### config.mk
export PLATFORM = sky130hd
export DESIGN_NAME = addmul_pipe_flat
export DESIGN_NICKNAME = d
export VERILOG_FILES = /design/src/rtl/addmul_pkg.sv /design/src/rtl/addmul_pipe_if.sv /design/src/rtl/addmul_pipe_reg.sv /design/src/rtl/addmul_pipe.sv /design/src/flat_wrapper.sv
export SDC_FILE = /design/constraint.sdc
export NUM_CORES = 1
export LEC_CHECK = 0
export BUFFER_PORTS_ARGS = -buffer_cell sky130_fd_sc_hd__buf_4
export CAP_MARGIN = 40
export CORE_MARGIN = 4
export CORE_UTILIZATION = 44
export CTS_CLUSTER_DIAMETER = 80
export CTS_CLUSTER_SIZE = 28
export DETAILED_ROUTE_END_ITERATION = 7
export PLACE_DENSITY = 0.62
export SLEW_MARGIN = 20
export SYNTH_ARGS = -nofsm -noshare
export SYNTH_HDL_FRONTEND = slang
export SYNTH_HIERARCHICAL = 1
export SYNTH_SLANG_ARGS = --single-unit
### constraint.sdc
create_clock -name clk -period 15.9 [get_ports clk]
set_input_delay 0.795 -clock clk [delete_from_list [all_inputs] [get_ports clk]]
set_output_delay 0.795 -clock clk [all_outputs]
set_load 0.005 [all_outputs]
### src/rtl/addmul_pkg.sv
// Shared types and the combine operation for the add-multiply pipeline.
// The design and the testbench reference model both use this package.
package addmul_pkg;

  typedef enum logic [1:0] {
    OP_OR  = 2'd0,
    OP_AND = 2'd1,
    OP_XOR = 2'd2,
    OP_ADD = 2'd3
  } op_e;

  localparam int MAX_WIDTH = 24;
  localparam int WIDE_W    = 2*MAX_WIDTH+1;

  typedef logic [WIDE_W-1:0] wide_t;

  // Callers pass operands already extended and keep only the low 2*WIDTH+1 bits,
  // so the ADD carry beyond that width is discarded by the caller.
  function automatic wide_t combine(input op_e op, input wide_t p, input wide_t c);
    wide_t r;
    case (op)
      OP_OR:   r = p | c;
      OP_AND:  r = p & c;
      OP_XOR:  r = p ^ c;
      default: r = p + c;
    endcase
    return r;
  endfunction

endpackage

### src/rtl/addmul_pipe_if.sv
// Operand, control and result bundle for addmul_pipe.
// The driver of operands uses master; the pipeline itself uses slave.
interface addmul_pipe_if #(
  parameter int WIDTH     = 9,
  parameter int OUT_WIDTH = 2*WIDTH
);
  import addmul_pkg::*;

  logic                 ce;
  logic                 in_valid;
  logic [WIDTH-1:0]     a;
  logic [WIDTH-1:0]     b;
  logic [WIDTH-1:0]     c;
  logic [WIDTH-1:0]     d;
  op_e                  op;
  logic [OUT_WIDTH-1:0] out;
  logic                 out_valid;
  logic                 busy;

  modport master (
    output ce, in_valid, a, b, c, d, op,
    input  out, out_valid, busy
  );

  modport slave (
    input  ce, in_valid, a, b, c, d, op,
    output out, out_valid, busy
  );

endinterface

### src/rtl/addmul_pipe_reg.sv
// One pipeline stage: a data word plus its valid bit, advancing only on ce.
// Reset clears both, so the last stage presents zero right after reset.
module pipe_reg #(
  parameter int DATA_W = 8
) (
  input  logic              clk,
  input  logic              rst,
  input  logic              ce,
  input  logic              i_valid,
  input  logic [DATA_W-1:0] i_data,
  output logic              o_valid,
  output logic [DATA_W-1:0] o_data
);

  logic              r_valid;
  logic [DATA_W-1:0] r_data;

  always_ff @(posedge clk) begin
    if (rst) begin
      r_valid <= 1'b0;
      r_data  <= '0;
    end else if (ce) begin
      r_valid <= i_valid;
      r_data  <= i_data;
    end
  end

  assign o_valid = r_valid;
  assign o_data  = r_data;

endmodule

### src/rtl/addmul_pipe.sv
// Computes ((d + a) * b) OP c and carries it through STAGES registered stages.
// The full 2*WIDTH+1 bit result is pipelined; truncation happens at the output only.
module addmul_pipe
  import addmul_pkg::*;
#(
  parameter int WIDTH     = 9,
  parameter int OUT_WIDTH = 2*WIDTH,
  parameter int STAGES    = 3,
  parameter bit SIGNED    = 1'b0
) (
  input  logic         clk,
  input  logic         rst,
  addmul_pipe_if.slave bus
);

  localparam int PW = 2*WIDTH+1;

  logic [WIDTH:0]  w_aExt;
  logic [WIDTH:0]  w_dExt;
  logic [WIDTH:0]  w_sum;
  logic [PW-1:0]   w_sumExt;
  logic [PW-1:0]   w_bExt;
  logic [PW-1:0]   w_cExt;
  logic [PW-1:0]   w_prod;
  logic [PW-1:0]   w_comb;
  logic [STAGES:0] w_valid;
  logic [PW-1:0]   w_data [0:STAGES];

  // The extension bit is the operand MSB only in signed mode, so the sum never overflows.
  assign w_aExt   = {SIGNED & bus.a[WIDTH-1], bus.a};
  assign w_dExt   = {SIGNED & bus.d[WIDTH-1], bus.d};
  assign w_sum    = w_aExt + w_dExt;
  assign w_sumExt = {{WIDTH{SIGNED & w_sum[WIDTH]}}, w_sum};
  assign w_bExt   = {{(WIDTH+1){SIGNED & bus.b[WIDTH-1]}}, bus.b};
  assign w_cExt   = {{(WIDTH+1){SIGNED & bus.c[WIDTH-1]}}, bus.c};
  assign w_prod   = w_sumExt * w_bExt;
  assign w_comb   = PW'(combine(bus.op, wide_t'(w_prod), wide_t'(w_cExt)));

  assign w_valid[0] = bus.in_valid;
  assign w_data[0]  = w_comb;

  for (genvar s = 0; s < STAGES; s++) begin : g_stage
    pipe_reg #(
      .DATA_W (PW)
    ) u_reg (
      .clk     (clk),
      .rst     (rst),
      .ce      (bus.ce),
      .i_valid (w_valid[s]),
      .i_data  (w_data[s]),
      .o_valid (w_valid[s+1]),
      .o_data  (w_data[s+1])
    );
  end

  assign bus.out       = OUT_WIDTH'(w_data[STAGES]);
  assign bus.out_valid = w_valid[STAGES];
  assign bus.busy      = |w_valid[STAGES:1];

endmodule

### src/flat_wrapper.sv
// flat-port wrapper written by rule: the top's interface ports become plain ports
module addmul_pipe_flat import addmul_pkg::*;
#(
  parameter int WIDTH     = 9,
  parameter int OUT_WIDTH = 2*WIDTH,
  parameter int STAGES    = 3,
  parameter bit SIGNED    = 1'b0
)
  (clk, rst, bus_ce, bus_in_valid, bus_a, bus_b, bus_c, bus_d, bus_op, bus_out, bus_out_valid, bus_busy);
  addmul_pipe_if #(.WIDTH(WIDTH), .OUT_WIDTH(OUT_WIDTH)) bus_i ();
  input  logic clk;
  input  logic rst;
  input wire logic [$bits(bus_i.ce)-1:0] bus_ce;
  input wire logic [$bits(bus_i.in_valid)-1:0] bus_in_valid;
  input wire logic [$bits(bus_i.a)-1:0] bus_a;
  input wire logic [$bits(bus_i.b)-1:0] bus_b;
  input wire logic [$bits(bus_i.c)-1:0] bus_c;
  input wire logic [$bits(bus_i.d)-1:0] bus_d;
  input wire logic [$bits(bus_i.op)-1:0] bus_op;
  output wire logic [$bits(bus_i.out)-1:0] bus_out;
  output wire logic [$bits(bus_i.out_valid)-1:0] bus_out_valid;
  output wire logic [$bits(bus_i.busy)-1:0] bus_busy;
  assign bus_i.ce = bus_ce;
  assign bus_i.in_valid = bus_in_valid;
  assign bus_i.a = bus_a;
  assign bus_i.b = bus_b;
  assign bus_i.c = bus_c;
  assign bus_i.d = bus_d;
  assign bus_i.op = bus_op;
  assign bus_out = bus_i.out;
  assign bus_out_valid = bus_i.out_valid;
  assign bus_busy = bus_i.busy;
  addmul_pipe #(.WIDTH(WIDTH), .OUT_WIDTH(OUT_WIDTH), .STAGES(STAGES), .SIGNED(SIGNED)) u_core (.clk(clk), .rst(rst), .bus(bus_i));
endmodule
==> reports/results.txt, run 1 <==
run status: finished, final reports clean
post_cts resized: 0
Slew Limit Headroom: 0.453
crit-path max cell delay: 0.59 ns
routed len/inst: 13.1 um
standard-cell row count: 44
Post-CTS Setup Bufs: 0
Post-Syn Area per Cell: 8.72 sq um
R2R Path Start: u_core/g_stage[0].u_reg/o_data[3]
Detailed Routing Iterations Pass 1: 5
io pins: 62
TritonCTS Buffers: 9
Design Area, Final: 7310 sq um
crit path DAT: 7.82 ns
Final Slew Violations: 0
Final Hold Viols: 0
routed vias: 5028
Buffers on Ports: 61
initial core utilization: 0.447
R2R setup slack: 15.24 ns
via density per instance: 5.15
post-place instance area: 6990 sq um
area grow syn2layout: 12.9%
DRT Wirelength: 12800 um
antenna cells: 0
R2R cell count: 2
final setup violation count: 0
Hold-fix buffers, CTS: 0
CP most frequent cell: fa_1
die height: 129 um
# Max-Cap Violations: 0
min-delay src: u_core/g_stage[2].u_reg/o_data[13]
Final GP Congestion: 0.860
GRT Util Overall: 0.156
DRC viols: 0
reg-to-reg endpoint: u_core/g_stage[0].u_reg/o_data[3]
f_max: 132 MHz
die area: 16700 sq um
first-pass GRT wire length: 22000 um
Mapped Cells: 743
pin count of the biggest net entering global routing: 58
core outline area: 14500 sq um
crit end category: flip-flop
worst skew pair latency: 0.31 ns
number of global-route vias before repair: 5003
worst-margin pin slew: 0.815 ns
clock tree from TritonCTS: built
crit start category: primary input
Worst Skew: 0.00336 ns
DRT antenna net count: 0
post-DP HPWL: 10300 um
Final nets: 955
worst-path fanout max: 10
antenna violations before repair: 0
CP required: 16.14 ns
RSZ-0062 raised after global routing: false
Sink Count: 57
CTS Root Buffer Type: clkbuf_16
Overflow after GRT: 0
Clock Path Buffers: 2
period utilization: 0.476
hold endpoint: u_core/g_stage[2].u_reg/o_data[13]
Reg clk slew, reported paths: 0.05 ns
highest-count cells in the layout ignoring fill and taps: inv_1 (116), nor2_1 (76), mux2i_1 (67), ha_1 (66), buf_4 (61)
WS Path Type: primary input to flip-flop
Post-Syn Nets: 910
Hold Path Depth: 2
min cycle time layout: 7.57 ns
Iter 0 DRT Violations: 228
Min-Delay Path Class: flip-flop to flip-flop
H-tree depth: 3
Cell Area, Synth: 6480 sq um
most common cell after layout, fill and taps aside: inv_1
share of layout cells above drive strength 1: 0.114
Die Wd: 129 um
Synthesis Warnings: 6
Fin Setup TNS: 0 ns
CP max-delay cell: xnor2_1
==> flip-flops by register name, summed over array words and instances (netlist names) <==
signal                        cells
u_core/g_stage.u_reg/o_data      54
u_core/g_stage.u_reg/o_valid      3
==> final cells by class <==
cell class | count | area [sq um]
Sequential cell | 57 | 1140
Multi-Input combinational cell | 542 | 4730
Inverter | 116 | 435
Tap cell | 184 | 230
Fill cell | 1362 | 7170
Timing Repair Buffer | 62 | 478
Clock buffer | 12 | 256
Clock inverter | 3 | 40.0
==> worst max path at each step <==
stage | from | endpoint | slack [ns] | depth (start not counted)
floorplan | bus_a[0] | u_core/g_stage[0].u_reg/o_data[16] | 8.80 | 30
global placement | bus_a[0] | u_core/g_stage[0].u_reg/o_data[16] | 8.26 | 31
detailed placement | bus_a[0] | u_core/g_stage[0].u_reg/o_data[16] | 8.06 | 31
CTS | bus_a[0] | u_core/g_stage[0].u_reg/o_data[16] | 8.35 | 31
global route | bus_a[0] | u_core/g_stage[0].u_reg/o_data[16] | 7.80 | 28
finish | bus_a[0] | u_core/g_stage[0].u_reg/o_data[16] | 8.33 | 28
==> critical path, delay by kind of cell <==
family | cells | cell delay, ns
adders and majority gates | 7 | 3.03
AOI/OAI and AO/OA | 7 | 1.64
buffers and inverters | 5 | 0.28
and+or+nand+nor | 7 | 1.38
xor gates and xnor gates | 1 | 0.59
muxes | 1 | 0.09
==> layer usage <==
| layer | vias up | track usage | share of wire |
|---|---|---|---|
| met5 | - | 0 | 0 |
| met4 | 0 | 0.0247 | 0.0070 |
| met3 | 10 | 0.0354 | 0.035 |
| met2 | 66 | 0.274 | 0.52 |
| met1 | 2455 | 0.200 | 0.44 |
| li1 | 2497 | - | - |
==> stage by stage <==
stage	worst slack (ns)	utilization	hold slack [ns]	instances
floorplan	8.80	-	0.460	743
global placement	8.26	0.483	0.478	960
detailed placement	8.06	0.483	0.485	960
CTS	8.35	0.504	0.496	975
global route	7.80	0.505	0.512	976
finish	8.33	0.505	0.487	976
Power of run 1 is left out: the tool's default activity adds up to more than one toggle a clock period on the data nets, which glitch-free logic cannot reach.
==> run 2, diff against run 1 <==
- PLACE_DENSITY: 0.62 -> 0.64
- clock period: 15.9 -> 6.3 ns (I/O delays scaled with it)
==> run 2 against run 1 <==
  * Die area unchanged
  * Critical path depth grew 3
  * First-iteration DRC count up 27%
  * Clock skew increased by 0.0023 ns
  * Cell count increased by 9.1%
  * Via count grew 10%
  * Non-clock buffer count is 91 higher
  * Register-to-register slack worse by 9.7 ns
  * Global-route usage rose by 2.0 points
  * Critical path type unchanged
==> reports/results.txt, run 2 (synthesis gave the netlist of run 1 again) <==
crit end category: flip-flop
Levels on crit path: 31
R2R Path Start: u_core/g_stage[0].u_reg/o_data[7]
area grow syn2layout: 29.4%
Worst Skew: 0.00563 ns
RSZ-0062 raised after global routing: true
highest-count cells in the layout ignoring fill and taps: buf_4 (145), inv_1 (108), nor2_1 (76), mux2i_1 (67), nand2_1 (58)
Detailed Routing Iterations Pass 1: 5
Final Util: 0.579
R2R cell count: 2
pin count of the biggest net entering global routing: 58
TritonCTS Buffers: 9
antenna violations before repair: 0
WS Path Type: primary input to flip-flop
run status: finished, final reports clean
Sink Count: 57
Reg clk slew, reported paths: 0.05 ns
die height: 129 um
standard-cell row count: 44
antenna cells: 0
register area: 1140 sq um
Buffers on Ports: 61
DRT Wirelength: 14600 um
Final nets: 1046
reg-to-reg endpoint: u_core/g_stage[0].u_reg/o_data[7]
crit start category: primary input
clock tree from TritonCTS: built
CP startpoint: bus_a[0]
Hold-fix buffers, CTS: 0
Min-Delay Path Class: primary input to flip-flop
crit-path max cell delay: 0.54 ns
most common cell after layout, fill and taps aside: buf_4
period utilization: 0.983
min cycle time layout: 6.19 ns
CTS Root Buffer Type: clkbuf_16
CP Capture Point: u_core/g_stage[0].u_reg/o_data[16]
DRC viols: 0
# Max-Cap Violations: 0
DRT antenna net count: 0
CP required: 6.54 ns
routed len/inst: 13.8 um
Iter 0 DRT Violations: 290
io pins: 62
Overflow after GRT: 0
f_max: 162 MHz
Clock Path Buffers: 2
initial core utilization: 0.447
max FFs per register: 54
Final Slew Violations: 0
CP most frequent cell: fa_1
number of global-route vias before repair: 5568
Slew Limit Headroom: 0.630
post-DP HPWL: 11400 um
area of the multi-input gates: 5100 sq um
first-pass GRT wire length: 24800 um
crit path DAT: 6.43 ns
H-tree depth: 3
routed vias: 5532
worst skew pair latency: 0.31 ns
die area: 16700 sq um
hold_ws: 0.251 ns
share of layout cells above drive strength 1: 0.262
number of fill cells: 1236
CP top delay family: adder cells
GRT Util Overall: 0.176
final setup violation count: 0
worst-path fanout max: 3
Final GP Congestion: 0.869
Final Hold Viols: 0
Die Wd: 129 um
CP max-delay cell: fa_1
Crit path buffers/inverters: 8
via density per instance: 5.19
R2R setup slack: 5.59 ns
core outline area: 14500 sq um
worst-margin pin slew: 0.555 ns
run 2: changes by cell type in the layout (fill, tap and decap cells not counted), sizes merged:
cell    delta
bufinv     -1
buf       +91
clkinv     -1
run 2: final cells by class:
type,instances,area share
clock buffer,12,0.0294
clock inverter,1,0.000597
inverter,116,0.0520
multi-input combinational,542,0.609
sequential,57,0.136
tap,184,0.0275
timing repair buffer,153,0.145
run 2: worst min path at each step:
stage	from	endpoint	cells after the start
floorplan	u_core/g_stage[0].u_reg/o_data[0]	u_core/g_stage[0].u_reg/o_data[0]	2
global placement	u_core/g_stage[2].u_reg/o_data[0]	u_core/g_stage[2].u_reg/o_data[0]	2
detailed placement	u_core/g_stage[2].u_reg/o_data[1]	u_core/g_stage[2].u_reg/o_data[1]	2
CTS	bus_in_valid	u_core/g_stage[0].u_reg/o_valid	3
global route	bus_in_valid	u_core/g_stage[0].u_reg/o_valid	3
finish	bus_in_valid	u_core/g_stage[0].u_reg/o_valid	3
run 2: worst register-to-register path, cell delays in order (launching register included):
cell and delay (ns):
dfxtp_1 0.31, mux2i_1 0.17, nor2_1 0.09
run 2: what timing repair did:
item | CTS | global route
endpoints found under the setup margin | 7 | 9
resized for setup | 29 | 45
setup buffers | 8 | 7
pin swaps | 20 | 26
run 2: per-stage QoR:
stage | setup TNS, ns | std cells | instance area, sq um | setup WS [ns]
final | 0 | 1065 | 8380 | 0.108
after global routing | -0.631 | 1065 | 8380 | -0.174
after global placement | -1.92 | 1036 | 7600 | -0.335
after CTS | -0.0125 | 1057 | 8060 | -0.0125
after detailed placement | -3.83 | 1036 | 7600 | -0.569
after floorplan | -0.0761 | 743 | 6510 | -0.0761
run 2: metal layers:
metal,up-vias,wire length [um],global-route usage
li1,2678,-,-
met5,-,0,0
met2,111,7870,0.316
met3,14,565,0.0239
met1,2729,6020,0.226
met4,0,191,0.0364
Power of run 2 is left out for the same reason.
